===== config.mk =====
export PLATFORM = sky130hd
export DESIGN_NAME = fp_add_result_queue
export DESIGN_NICKNAME = d
export VERILOG_FILES = /design/src/rtl/fp_pkg.sv /design/src/rtl/fp_classify.sv /design/src/rtl/fp_add_result_queue.sv
export SDC_FILE = /design/constraint.sdc
export NUM_CORES = 1
export LEC_CHECK = 0
export ABC_AREA = 1
export CAP_MARGIN = 20
export CORE_MARGIN = 3
export CORE_UTILIZATION = 50
export DETAILED_ROUTE_END_ITERATION = 12
export PLACE_DENSITY = 0.76
export SLEW_MARGIN = 10
export SYNTH_ARGS = -nofsm -noshare
export SYNTH_HDL_FRONTEND = slang
export SYNTH_SLANG_ARGS = --single-unit

===== constraint.sdc =====
create_clock -name clk -period 3.8 [get_ports clk]
set_clock_uncertainty 0.15 [all_clocks]
set_input_delay 0.57 -clock clk [delete_from_list [all_inputs] [get_ports clk]]
set_output_delay 0.57 -clock clk [all_outputs]
set_load 0.01 [all_outputs]

===== src/rtl/fp_pkg.sv =====
// Shared single-precision FPU types and field constants.
// Used by the adder result queue and the classifier, and by any other FPU stage
// that needs to decode the exponent or mantissa of an IEEE-754 single.
package fp_pkg;

  localparam int EXP_W = 8;
  localparam int MAN_W = 23;
  localparam logic [EXP_W-1:0] EXP_MAX = 8'hFF;

  // Per-result status carried with every queued entry.
  typedef struct packed {
    logic is_nan;
    logic is_inf;
    logic is_zero;
    logic overflow;
    logic underflow;
  } fp_flags_t;

  // Sticky accrued exception flags exposed to the CSR path.
  typedef struct packed {
    logic nv;
    logic of;
    logic uf;
  } fflags_t;

endpackage


===== src/rtl/fp_classify.sv =====
// Classifies an IEEE-754 single as NaN, infinity or zero (sign ignored).
// Latency: purely combinational, no state.
// Backpressure: none; output follows input in the same cycle.
// Ports: value (32-bit operand) -> is_nan, is_inf, is_zero (mutually exclusive).
module fp_classify
  import fp_pkg::*;
(
  input  logic [31:0] value,
  output logic        is_nan,
  output logic        is_inf,
  output logic        is_zero
);

  logic [EXP_W-1:0] exp_f;
  logic [MAN_W-1:0] man_f;
  logic             unused_sign;

  assign exp_f       = value[30:23];
  assign man_f       = value[22:0];
  // The sign never affects the class; +0/-0 and +Inf/-Inf fold together.
  assign unused_sign = value[31];

  assign is_nan  = (exp_f == EXP_MAX) && (man_f != '0);
  assign is_inf  = (exp_f == EXP_MAX) && (man_f == '0);
  assign is_zero = (value[30:0] == 31'd0);

endmodule


===== src/rtl/fp_add_result_queue.sv =====
// Queues adder results with per-entry class/exception flags and keeps sticky fflags.
// Latency: a pushed entry is visible on out_* exactly one cycle later; no fall-through.
// Backpressure: in_ready = !full from registered state only; a pop does not free a slot the same cycle.
// Ports: in_* push side (valid/ready), out_* pop side (valid/ready), count occupancy,
//        fflags sticky {NV,OF,UF} with fflags_clr; clk rising edge, rst synchronous active-high.
module fp_add_result_queue
  import fp_pkg::*;
#(
  parameter int DEPTH = 4,
  parameter int TAG_W = 4
) (
  input  logic                     clk,
  input  logic                     rst,
  input  logic                     in_valid,
  output logic                     in_ready,
  input  logic [31:0]              in_result,
  input  logic                     in_overflow,
  input  logic                     in_underflow,
  input  logic [TAG_W-1:0]         in_tag,
  output logic                     out_valid,
  input  logic                     out_ready,
  output logic [31:0]              out_result,
  output logic [4:0]               out_flags,
  output logic [TAG_W-1:0]         out_tag,
  output logic [$clog2(DEPTH):0]   count,
  output logic [2:0]               fflags,
  input  logic                     fflags_clr
);

  localparam int PTR_W = $clog2(DEPTH);
  localparam int CNT_W = PTR_W + 1;

  typedef struct packed {
    logic [31:0]      result;
    fp_flags_t        flags;
    logic [TAG_W-1:0] tag;
  } entry_t;

  entry_t           mem [DEPTH];
  entry_t           new_entry;
  logic [PTR_W-1:0] wr_ptr;
  logic [PTR_W-1:0] rd_ptr;
  logic [CNT_W-1:0] cnt;
  fflags_t          sticky;
  fflags_t          sticky_nxt;
  logic             push;
  logic             pop;
  logic             cls_nan;
  logic             cls_inf;
  logic             cls_zero;

  fp_classify u_classify (
    .value   (in_result),
    .is_nan  (cls_nan),
    .is_inf  (cls_inf),
    .is_zero (cls_zero)
  );

  assign in_ready  = (cnt != CNT_W'(DEPTH));
  assign out_valid = (cnt != '0);
  assign push      = in_valid && in_ready;
  assign pop       = out_valid && out_ready;

  always_comb begin
    new_entry                 = '0;
    new_entry.result          = in_result;
    new_entry.flags.is_nan    = cls_nan;
    new_entry.flags.is_inf    = cls_inf;
    new_entry.flags.is_zero   = cls_zero;
    new_entry.flags.overflow  = in_overflow;
    new_entry.flags.underflow = in_underflow;
    new_entry.tag             = in_tag;
  end

  // Clear takes effect before the pushed entry's bits are merged, so a
  // simultaneous clear+push leaves exactly the new entry's flags.
  always_comb begin
    sticky_nxt = fflags_clr ? '0 : sticky;
    if (push) begin
      sticky_nxt.nv = sticky_nxt.nv | cls_nan;
      sticky_nxt.of = sticky_nxt.of | in_overflow;
      sticky_nxt.uf = sticky_nxt.uf | in_underflow;
    end
  end

  always_ff @(posedge clk) begin
    if (rst) begin
      wr_ptr <= '0;
      rd_ptr <= '0;
      cnt    <= '0;
      sticky <= '0;
      // Slot 0 is the head after reset, so clearing it zeroes out_*.
      mem[0] <= '0;
    end else begin
      sticky <= sticky_nxt;
      if (push) begin
        mem[wr_ptr] <= new_entry;
        wr_ptr      <= wr_ptr + PTR_W'(1);
      end
      if (pop) begin
        rd_ptr <= rd_ptr + PTR_W'(1);
      end
      case ({push, pop})
        2'b10:   cnt <= cnt + CNT_W'(1);
        2'b01:   cnt <= cnt - CNT_W'(1);
        default: cnt <= cnt;
      endcase
    end
  end

  assign out_result = mem[rd_ptr].result;
  assign out_flags  = mem[rd_ptr].flags;
  assign out_tag    = mem[rd_ptr].tag;
  assign count      = cnt;
  assign fflags     = sticky;

endmodule


==> results.json <==
{
  "dpl_cell_area_um2": 8150,
  "cts-buffers-inserted": 17,
  "dp_hpwl_um": 8530,
  "power.density_nw_per_um2": 636,
  "cts_root_buffer": "clkbuf_16",
  "maxCapViolCount": 0,
  "io_buffers": 91,
  "relSlewSlack_pct": 53.0,
  "irDropWorstVdd_mv": 0.457,
  "routabilityCongestion": 0.761,
  "drtIter0Drc": 336,
  "timing.setup.tns_ns": 0,
  "core_um2": 13500,
  "report.final.slew_viol_count": 0,
  "fmax_mhz": 313,
  "vias_per_cell": 5.32,
  "wl_per_cell_um": 16.6,
  "criticalPathCategory": "flop to output pin",
  "antenna_left": 0,
  "ys_seq_elements": 176,
  "drive_gt1_share_pct": 8.01,
  "die-area_um2": 15600,
  "final_area_um2": 8750,
  "rsz0062_at_grt": "false",
  "final_common_cell": "edfxtp_1",
  "die_height_um": 125,
  "netlist_area_um2": 7060,
  "whs_ns": 0.313,
  "dp_slack_ns": 0.779,
  "seq_area_frac_synth_pct": 73.1,
  "post_cts_buffers": 0,
  "start_util_pct": 52.3,
  "layout_setup_ws_ns": 0.609,
  "clk_latency_ns": 0.43,
  "rows": 42,
  "postCtsHoldBufs": 0,
  "grt_max_degree": 51,
  "synth.avg_cell_area_um2": 12.2,
  "post_synth_num_cell_types": 24,
  "grt_pass1_wl_um": 22700,
  "synthesis.nets": 626,
  "syn_inst": 581,
  "min_period_ns": 3.19,
  "yosysWarnings": 0,
  "n_fill_cell": 990,
  "max_slew.worst_pin.slew_ns": 0.703,
  "num_io_pins": 92,
  "clkTransAtPathRegs_ns": 0.06,
  "grt_pass1_vias": 4607,
  "remaining_drc_errors": 0,
  "status": "finished, final reports clean",
  "required_ns": 3.08,
  "final_cell_mix": "edfxtp_1, nor2_1, clkdlybuf4s50_1",
  "overflow": 0,
  "synthToLayoutAreaGrowth_pct": 23.9,
  "arrival_ns": 2.47,
  "antennaDiodeCount": 0,
  "ctsLongestPathBuffers": 2,
  "crit_path_start_kind": "flop",
  "finalSetupViolations": 0,
  "hold_path_class": "flop to flop",
  "drtPass1Iterations": 5,
  "cts_resized": 0,
  "cts.htree.levels": 4,
  "tritoncts": "built",
  "endpoint_kind": "output pin",
  "crit_fanout": 28,
  "die_x_um": 125,
  "finalCritPeriodShare_pct": 84.0,
  "final_nets": 719,
  "hold_viol": 0,
  "antenna_found_initial": 0,
  "routed_wl_um": 14300,
  "gr-usage-all-layers_pct": 18.5,
  "p_leak_nw": 3.18,
  "via_count": 4594,
  "clock_sinks": 176
}
## per-stage QoR
step,util [%],total power [mW],std cells
6_report,64.8,5.57,863
2_1_floorplan,-,3.17,581
3_3_place_gp,60.3,3.85,831
5_1_grt,64.8,5.80,863
4_1_cts,64.8,5.59,863
3_5_place_dp,60.3,3.88,831
## Yosys cell counts
cell type	number	area, um^2
a21oi_1	3	15.0
buf_2	14	70.1
buf_4	6	45.0
buf_6	4	45.0
clkbuf_1	4	15.0
clkbuf_2	1	5.00
dfxtp_1	12	240
edfxtp_1	164	4920
fa_1	1	20.0
ha_1	1	12.5
inv_1	50	188
inv_2	4	15.0
nand2_1	27	101
nand3_1	2	10.0
nand3_2	1	10.0
nand3_4	2	35.0
nand4_1	2	12.5
nor2_1	149	559
nor3_2	1	10.0
o21ai_0	78	390
o21ai_1	12	60.1
o22ai_1	41	257
o22ai_2	1	12.5
xnor2_1	1	8.76
## registers in the layout, summed over array words and instances (netlist names), named ones only
name / flops
mem: 164
count: 3
fflags: 3
rd_ptr: 2
wr_ptr: 2
## cells by family (layout without fill, tap and decap cells)
logic type,after synthesis,count (layout),share of synthesized area [%]
AND/OR/NAND/NOR,184,184,10.5
flip-flops,176,176,73.1
AO/OA/AOI/OAI,135,135,10.4
buffers and inverters,83,189,5.42
adder cells (fa/ha/maj),2,2,0.461
XOR/XNOR,1,1,0.124
## routing by layer
metal / part of all wire, % / routed length, um / global-route usage (%) / vias to the layer above
li1: - / - / - / 2219
met4: 2.1 / 299 / 7.21 / 0
met2: 49 / 6970 / 29.6 / 163
met1: 43 / 6140 / 24.2 / 2185
met5: 0 / 0 / 0 / -
met3: 6.5 / 933 / 4.97 / 27
## critical path: stages (launching register included)
cell,delay (ns)
dfxtp_2,0.61
buf_4,0.38
o21ai_0,0.14
o22ai_1,0.29
clkdlybuf4s50_1,0.60
## area by class of cell
type / instances / area (um^2) / area share, %
Sequential cell: 176 / 5170 / 59.1
Multi-Input combinational cell: 322 / 1550 / 17.7
Timing Repair Buffer: 103 / 1010 / 11.6
Clock buffer: 23 / 510 / 5.84
Tap cell: 176 / 220 / 2.52
Inverter: 54 / 203 / 2.32
Clock inverter: 9 / 87.6 / 1.00
## worst paths after layout
path | startpoint | to | slack [ns] | depth (start not counted)
max | flop | out_flags[2] | 0.61 | 4
min | fflags[2] | fflags[2] | 0.31 | 2
max reg2reg | count[1] | mem[2][14] | 1.53 | 7
min reg2reg | fflags[2] | fflags[2] | 0.31 | 2
## where the power goes
part	leakage (nW)	total, mW	internal [mW]	switching (mW)
Sequential	1.66	2.36	2.28	0.0733
Clock	0.301	1.72	1.02	0.701
Combinational	1.22	1.49	0.677	0.809
Total	3.18	5.57	3.98	1.58
Note: power is estimated with default switching activity, not from simulation.
